--- config.mk ---
export PLATFORM = sky130hd
export DESIGN_NAME = lock_manager_multi
export DESIGN_NICKNAME = d
export VERILOG_FILES = /design/src/rtl/lock_manager_multi.sv
export SDC_FILE = /design/constraint.sdc
export NUM_CORES = 1
export LEC_CHECK = 0
export BUFFER_PORTS_ARGS = -buffer_cell sky130_fd_sc_hd__buf_2
export CORE_ASPECT_RATIO = 1.1
export CORE_UTILIZATION = 38
export CTS_BUF_LIST = sky130_fd_sc_hd__clkbuf_8
export CTS_CLUSTER_SIZE = 40
export DETAILED_ROUTE_END_ITERATION = 12
export PLACE_DENSITY = 0.68
export SYNTH_ARGS = -nofsm -noshare
export SYNTH_HDL_FRONTEND = slang
export SYNTH_SLANG_ARGS = --single-unit
export TNS_END_PERCENT = 5
--- constraint.sdc ---
create_clock -name clk -period 2.4 [get_ports clk]
set_input_delay 0.6 -clock clk [delete_from_list [all_inputs] [get_ports clk]]
set_output_delay 0.6 -clock clk [all_outputs]
set_load 0.01 [all_outputs]
--- src/rtl/lock_manager_multi.sv ---
// Multi-lock mutex manager on the OmpSs Manager command path: NUM_LOCKS locks with owner tracking.
// Command word: CMD_TYPE = TDATA[7:0], LOCK_ID = TDATA[15:8]. Define LOCK_UNLOCK_ACK_EN to acknowledge unlocks.
module lock_manager_multi #(
  parameter int MAX_ACCS  = 16,
  parameter int NUM_LOCKS = 8,
  localparam int ACC_BITS = (MAX_ACCS > 1) ? $clog2(MAX_ACCS) : 1,
  localparam int IDX_BITS = (NUM_LOCKS > 1) ? $clog2(NUM_LOCKS) : 1
) (
  input  logic                 clk,
  input  logic                 rstn,
  input  logic [63:0]          inStream_TDATA,
  input  logic                 inStream_TVALID,
  input  logic [ACC_BITS-1:0]  inStream_TID,
  output logic                 inStream_TREADY,
  output logic [63:0]          outStream_TDATA,
  output logic                 outStream_TVALID,
  input  logic                 outStream_TREADY,
  output logic [ACC_BITS-1:0]  outStream_TDEST,
  output logic [NUM_LOCKS-1:0] locked_o
);

  localparam logic [7:0] CMD_LOCK_CODE   = 8'h04;
  localparam logic [7:0] CMD_UNLOCK_CODE = 8'h05;
  localparam logic [7:0] ACK_REJECT_CODE = 8'h00;
  localparam logic [7:0] ACK_OK_CODE     = 8'h01;
  localparam logic [7:0] NUM_LOCKS_ID    = 8'(NUM_LOCKS);

  typedef enum logic [1:0] {
    READ_HEADER = 2'd0,
    PROCESS     = 2'd1,
    SEND_ACK    = 2'd2
  } state_t;

  state_t               state_r;
  state_t               state_s;
  logic [ACC_BITS-1:0]  tid_r;
  logic [7:0]           cmd_r;
  logic [7:0]           lock_id_r;
  logic [NUM_LOCKS-1:0] locked_r;
  logic [ACC_BITS-1:0]  owner_r [NUM_LOCKS];
  logic                 in_ready_r;
  logic                 out_valid_r;
  logic [7:0]           out_code_r;
  logic [ACC_BITS-1:0]  out_dest_r;

  logic [IDX_BITS-1:0]  idx_s;
  logic                 id_valid_s;
  logic                 held_s;
  logic                 is_owner_s;
  logic                 grant_s;
  logic                 release_s;
  logic [7:0]           ack_code_s;
  logic                 unused_s;

  assign unused_s = ^{inStream_TDATA[63:16]};

  // Lock-table lookup, command decode and next-state selection
  always_comb begin
    idx_s      = lock_id_r[IDX_BITS-1:0];
    id_valid_s = (lock_id_r < NUM_LOCKS_ID);
    held_s     = 1'b0;
    is_owner_s = 1'b0;
    if (id_valid_s) begin
      held_s     = locked_r[idx_s];
      is_owner_s = (owner_r[idx_s] == tid_r);
    end else begin
      held_s     = 1'b0;
      is_owner_s = 1'b0;
    end
    grant_s    = 1'b0;
    release_s  = 1'b0;
    ack_code_s = ACK_REJECT_CODE;
    state_s    = state_r;
    case (state_r)
      READ_HEADER: begin
        if (inStream_TVALID) begin
          state_s = PROCESS;
        end else begin
          state_s = READ_HEADER;
        end
      end
      PROCESS: begin
        if (cmd_r == CMD_LOCK_CODE) begin
          state_s = SEND_ACK;
          // Locks are non-reentrant: a held lock rejects even its owner.
          if (id_valid_s && !held_s) begin
            grant_s    = 1'b1;
            ack_code_s = ACK_OK_CODE;
          end else begin
            ack_code_s = ACK_REJECT_CODE;
          end
        end else if (cmd_r == CMD_UNLOCK_CODE) begin
          if (id_valid_s && held_s && is_owner_s) begin
            release_s  = 1'b1;
            ack_code_s = ACK_OK_CODE;
          end else begin
            ack_code_s = ACK_REJECT_CODE;
          end
`ifdef LOCK_UNLOCK_ACK_EN
          state_s = SEND_ACK;
`else
          state_s = READ_HEADER;
`endif
        end else begin
          state_s = READ_HEADER;
        end
      end
      SEND_ACK: begin
        if (outStream_TREADY) begin
          state_s = READ_HEADER;
        end else begin
          state_s = SEND_ACK;
        end
      end
      default: begin
        state_s = READ_HEADER;
      end
    endcase
  end

  // State register, registered handshake flags and command latch
  always_ff @(posedge clk) begin
    if (!rstn) begin
      state_r     <= READ_HEADER;
      in_ready_r  <= 1'b1;
      out_valid_r <= 1'b0;
      tid_r       <= {ACC_BITS{1'b0}};
      cmd_r       <= 8'h00;
      lock_id_r   <= 8'h00;
    end else begin
      state_r     <= state_s;
      in_ready_r  <= (state_s == READ_HEADER);
      out_valid_r <= (state_s == SEND_ACK);
      if ((state_r == READ_HEADER) && inStream_TVALID) begin
        tid_r     <= inStream_TID;
        cmd_r     <= inStream_TDATA[7:0];
        lock_id_r <= inStream_TDATA[15:8];
      end
    end
  end

  // Lock table: held flags and owners, reset releases every lock
  always_ff @(posedge clk) begin
    if (!rstn) begin
      locked_r <= {NUM_LOCKS{1'b0}};
      for (int i = 0; i < NUM_LOCKS; i++) begin
        owner_r[i] <= {ACC_BITS{1'b0}};
      end
    end else begin
      if (grant_s) begin
        locked_r[idx_s] <= 1'b1;
        owner_r[idx_s]  <= tid_r;
      end
      if (release_s) begin
        locked_r[idx_s] <= 1'b0;
      end
    end
  end

  // ACK payload, loaded once on entry to SEND_ACK and held through back-pressure
  always_ff @(posedge clk) begin
    if (!rstn) begin
      out_code_r <= 8'h00;
      out_dest_r <= {ACC_BITS{1'b0}};
    end else if ((state_r == PROCESS) && (state_s == SEND_ACK)) begin
      out_code_r <= ack_code_s;
      out_dest_r <= tid_r;
    end
  end

  assign inStream_TREADY  = in_ready_r;
  assign outStream_TVALID = out_valid_r;
  assign outStream_TDATA  = {56'h0, out_code_r};
  assign outStream_TDEST  = out_dest_r;
  assign locked_o         = locked_r;

endmodule

==> impl_metrics.toml <==
[layout]
layout-area-overhead-vs-synth_pct = 12.0
post_route_cells_drive_above_1_share_pct = 22.8
final_common_cell = "sky130_fd_sc_hd__conb_1"
layout.cells.most_common_list = "sky130_fd_sc_hd__conb_1 (63), sky130_fd_sc_hd__nand2_1 (43), sky130_fd_sc_hd__dfxtp_1 (39), sky130_fd_sc_hd__buf_2 (38)"
final_core_util_pct = 43.7
fill_cells = 905
ff_latch_area_sq_um = 1770
antenna_cells_inserted = 0
final_cell_area_sq_um = 4090
multi_input_area_sq_um = 1550
final_stage_net_count = 483

[detailed_routing]
via_per_inst = 4.65
route.vias.total = 2477
remaining_drc_errors = 0
initialDrtViolationCount = 174
detail_route.wl_per_cell_um = 13.2
ant_nets = 0
drt-pass1-iter-count = 4
routed_wirelength_um = 7050

[timing]
final.setup_skew_ns = 0.0125
layout_setup_ws_ns = 0.0578
grt_setup_unrepaired = "no"
slew_violations = 0
maxSlewHeadroom_pct = 53.6
fin_crit_sh_pct = 97.6
finalWorstPathRequiredPeriod_ns = 2.34
tightestPinTransition_ns = 0.691
clock.fmax_mhz = 427
finalSetupViolations = 0
timing.final.hold_violations = 0

[floorplanning]
top_level_ports = 150
die_height_um = 105
starting_density_of_the_core_pct = 39.0
design.die.area_sq_um = 10000
core.rowCount = 37
coreArea_sq_um = 9350
chipWidth_um = 95.5

[yosys]
synth_seq_cells = 72
synthCells = 360
ys_types = 35
synth_top_cell_by_area = "sky130_fd_sc_hd__edfxtp_1"
avgSynthCellArea_sq_um = 10.1
synthesis.yosys.warnings = 0
synth_seq_area_share_pct = 48.3
synthDominantCellAreaShare_pct = 26.3
netlist_area_sq_um = 3650
cell_types_occupying_the_most_area_after_synthesis = "sky130_fd_sc_hd__edfxtp_1 (26%), sky130_fd_sc_hd__dfxtp_1 (22%), sky130_fd_sc_hd__buf_4 (13%)"

[clock_network]
holdBufCountCts = 0
cts.path.max_buffers = 2
clock_sinks = 72
tritoncts = "done"
worst_skew_pair.late_latency_ns = 0.35
number_of_buffers_created_by_cts = 9
cts_max_level = 3
cell_at_the_root_of_the_clock_tree = "sky130_fd_sc_hd__clkbuf_8"
cts_clock_pin_slew_for_the_worst_setup_and_hold_paths_ns = 0.09
cts_setup_buffers = 0

[global_route]
grtUsageTotal_pct = 15.4
grt-ovfl-total = 0
antenna_found_initial = 0
grt_max_degree = 33
first_global_vias = 2320
wire_length_of_the_first_global_routing_pass_um = 11500

[outcome]
status = "completed"

[setup_path]
r2r_end = "owner_r[3][1]"
worst-r2r-setup-slack_ns = 0.06
worstReg2RegStart = "lock_id_r[2]"
worst_r2r_path_depth = 5
setup.worst_path.start_class = "flip-flop"
setup.worst_path.end_class = "flip-flop"
critPathArrivalTime_ns = 2.41
cp.required_ns = 2.47
worstPathMaxFanout = 9
criticalPathCategory = "reg -> reg"

[pwr]
worst_ir_drop_vdd_v = 0.000290
power-per-cell-area_nw_per_um2 = 690
power.static_leakage_nw = 1.67

[min_path]
class_of_the_tightest_hold_or_removal_check = "reg -> reg"
timing.hold.worst_endpoint = "cmd_r[2]"
holdCritStartpoint = "cmd_r[2]"
hold_path_depth = 2

[place]
port_buffers = 38
postPlaceCellArea_sq_um = 3820
gpl.final_weighted_congestion = 0.800
detailedPlace.worstSlack_ns = -0.197
estimated_wirelength_of_the_detail_placed_design_um = 5270

[job]
max_cap_violations = 0
==> layer usage <==
| metal | wire, um | GRT usage, % | up-vias |
|---|---|---|---|
| met5 | 0 | 0 | - |
| met4 | 134 | 6.29 | 0 |
| met3 | 347 | 4.37 | 12 |
| met2 | 3580 | 24.6 | 74 |
| met1 | 2990 | 19.3 | 1165 |
| li1 | - | - | 1226 |
==> stage by stage <==
step | std cells | power [mW] | hold slack (ns) | setup TNS (ns)
final | 533 | 2.82 | 0.460 | 0
after global routing | 533 | 2.93 | 0.486 | 0
after CTS | 533 | 2.83 | 0.462 | 0
after detailed placement | 517 | 1.65 | 0.451 | -5.63
after global placement | 517 | 1.65 | 0.453 | -3.64
after floorplan | 422 | 1.64 | 0.439 | -1.94
==> state kept, by name, summed over array words and instances (netlist names), named ones only <==
signal / cells
tid_r: 4
locked_o: 8
outStream_TDEST: 4
out_code_r: 1
outStream_TVALID: 1
state_r: 2
lock_id_r: 8
cmd_r: 8
owner_r: 32
inStream_TREADY: 1
==> critical path, stage by stage, from the launching register on <==
cell and delay [ns]:
sky130_fd_sc_hd__dfxtp_4 0.41, sky130_fd_sc_hd__mux4_1 0.55, sky130_fd_sc_hd__mux2_4 0.29, sky130_fd_sc_hd__or3_4 0.45, sky130_fd_sc_hd__o21ai_0 0.19, sky130_fd_sc_hd__buf_4 0.17
==> synthesized netlist by cell type <==
cell,n
sky130_fd_sc_hd__nand3_1,5
sky130_fd_sc_hd__xnor2_1,4
sky130_fd_sc_hd__mux2_2,1
sky130_fd_sc_hd__buf_1,1
sky130_fd_sc_hd__nor3b_1,1
sky130_fd_sc_hd__buf_6,3
sky130_fd_sc_hd__or3_1,2
sky130_fd_sc_hd__nand3b_1,3
sky130_fd_sc_hd__and3_1,6
sky130_fd_sc_hd__nor4b_1,1
sky130_fd_sc_hd__dfxtp_1,40
sky130_fd_sc_hd__a21boi_0,23
sky130_fd_sc_hd__nor3_1,9
sky130_fd_sc_hd__edfxtp_1,32
sky130_fd_sc_hd__buf_4,64
sky130_fd_sc_hd__or3b_2,3
sky130_fd_sc_hd__mux4_1,1
sky130_fd_sc_hd__mux4_2,5
sky130_fd_sc_hd__nor3_4,1
sky130_fd_sc_hd__nand4_1,1
sky130_fd_sc_hd__clkbuf_1,16
sky130_fd_sc_hd__and2_1,2
sky130_fd_sc_hd__buf_2,1
sky130_fd_sc_hd__nor2_1,32
sky130_fd_sc_hd__a21oi_1,8
sky130_fd_sc_hd__nor4_4,1
sky130_fd_sc_hd__nand4b_2,1
sky130_fd_sc_hd__nor4_1,8
sky130_fd_sc_hd__nand2_1,43
sky130_fd_sc_hd__nor2b_1,4
sky130_fd_sc_hd__o21ai_0,16
sky130_fd_sc_hd__nand2b_1,1
sky130_fd_sc_hd__conb_1,1
sky130_fd_sc_hd__mux2_4,1
sky130_fd_sc_hd__mux2i_1,19
==> cell type report <==
class	count	area share [%]
Clock buffer	9	3.03
Clock inverter	7	3.12
Multi-Input combinational cell	265	37.9
Sequential cell	72	43.2
Tap cell	117	3.58
Timing Repair Buffer	63	9.24
==> kinds of logic after synthesis <==
kind of cell | synth area share, %
XOR/XNOR | 0.959
AND/OR/NAND/NOR | 17.0
buffers and inverters | 16.0
AO/OA/AOI/OAI | 8.02
flip-flops | 48.3
multiplexers | 9.73
other | 0.103
==> power breakdown <==
part           internal, mW  switching (mW)
clock                 0.704           0.491
combinational         0.103           0.169
sequential             1.32          0.0342
total                  2.13           0.694
==> timing repair <==
action                     in CTS  in global routing
pin swaps                       0                  0
setup endpoints to repair      39                 36
resized for setup               2                  6
==> how the worst max path moves through the flow <==
stage                      start             to  slack, ns  cells after the start
floorplan           lock_id_r[2]  owner_r[0][0]      -0.06                      6
global placement    lock_id_r[2]  owner_r[3][1]      -0.12                      5
detailed placement  lock_id_r[2]  owner_r[6][1]      -0.20                      5
CTS                 lock_id_r[2]  owner_r[6][2]       0.01                      5
global route        lock_id_r[2]  owner_r[7][2]      0.007                      5
finish              lock_id_r[2]  owner_r[3][1]       0.06                      5
Power figures use the tool's default switching activity.
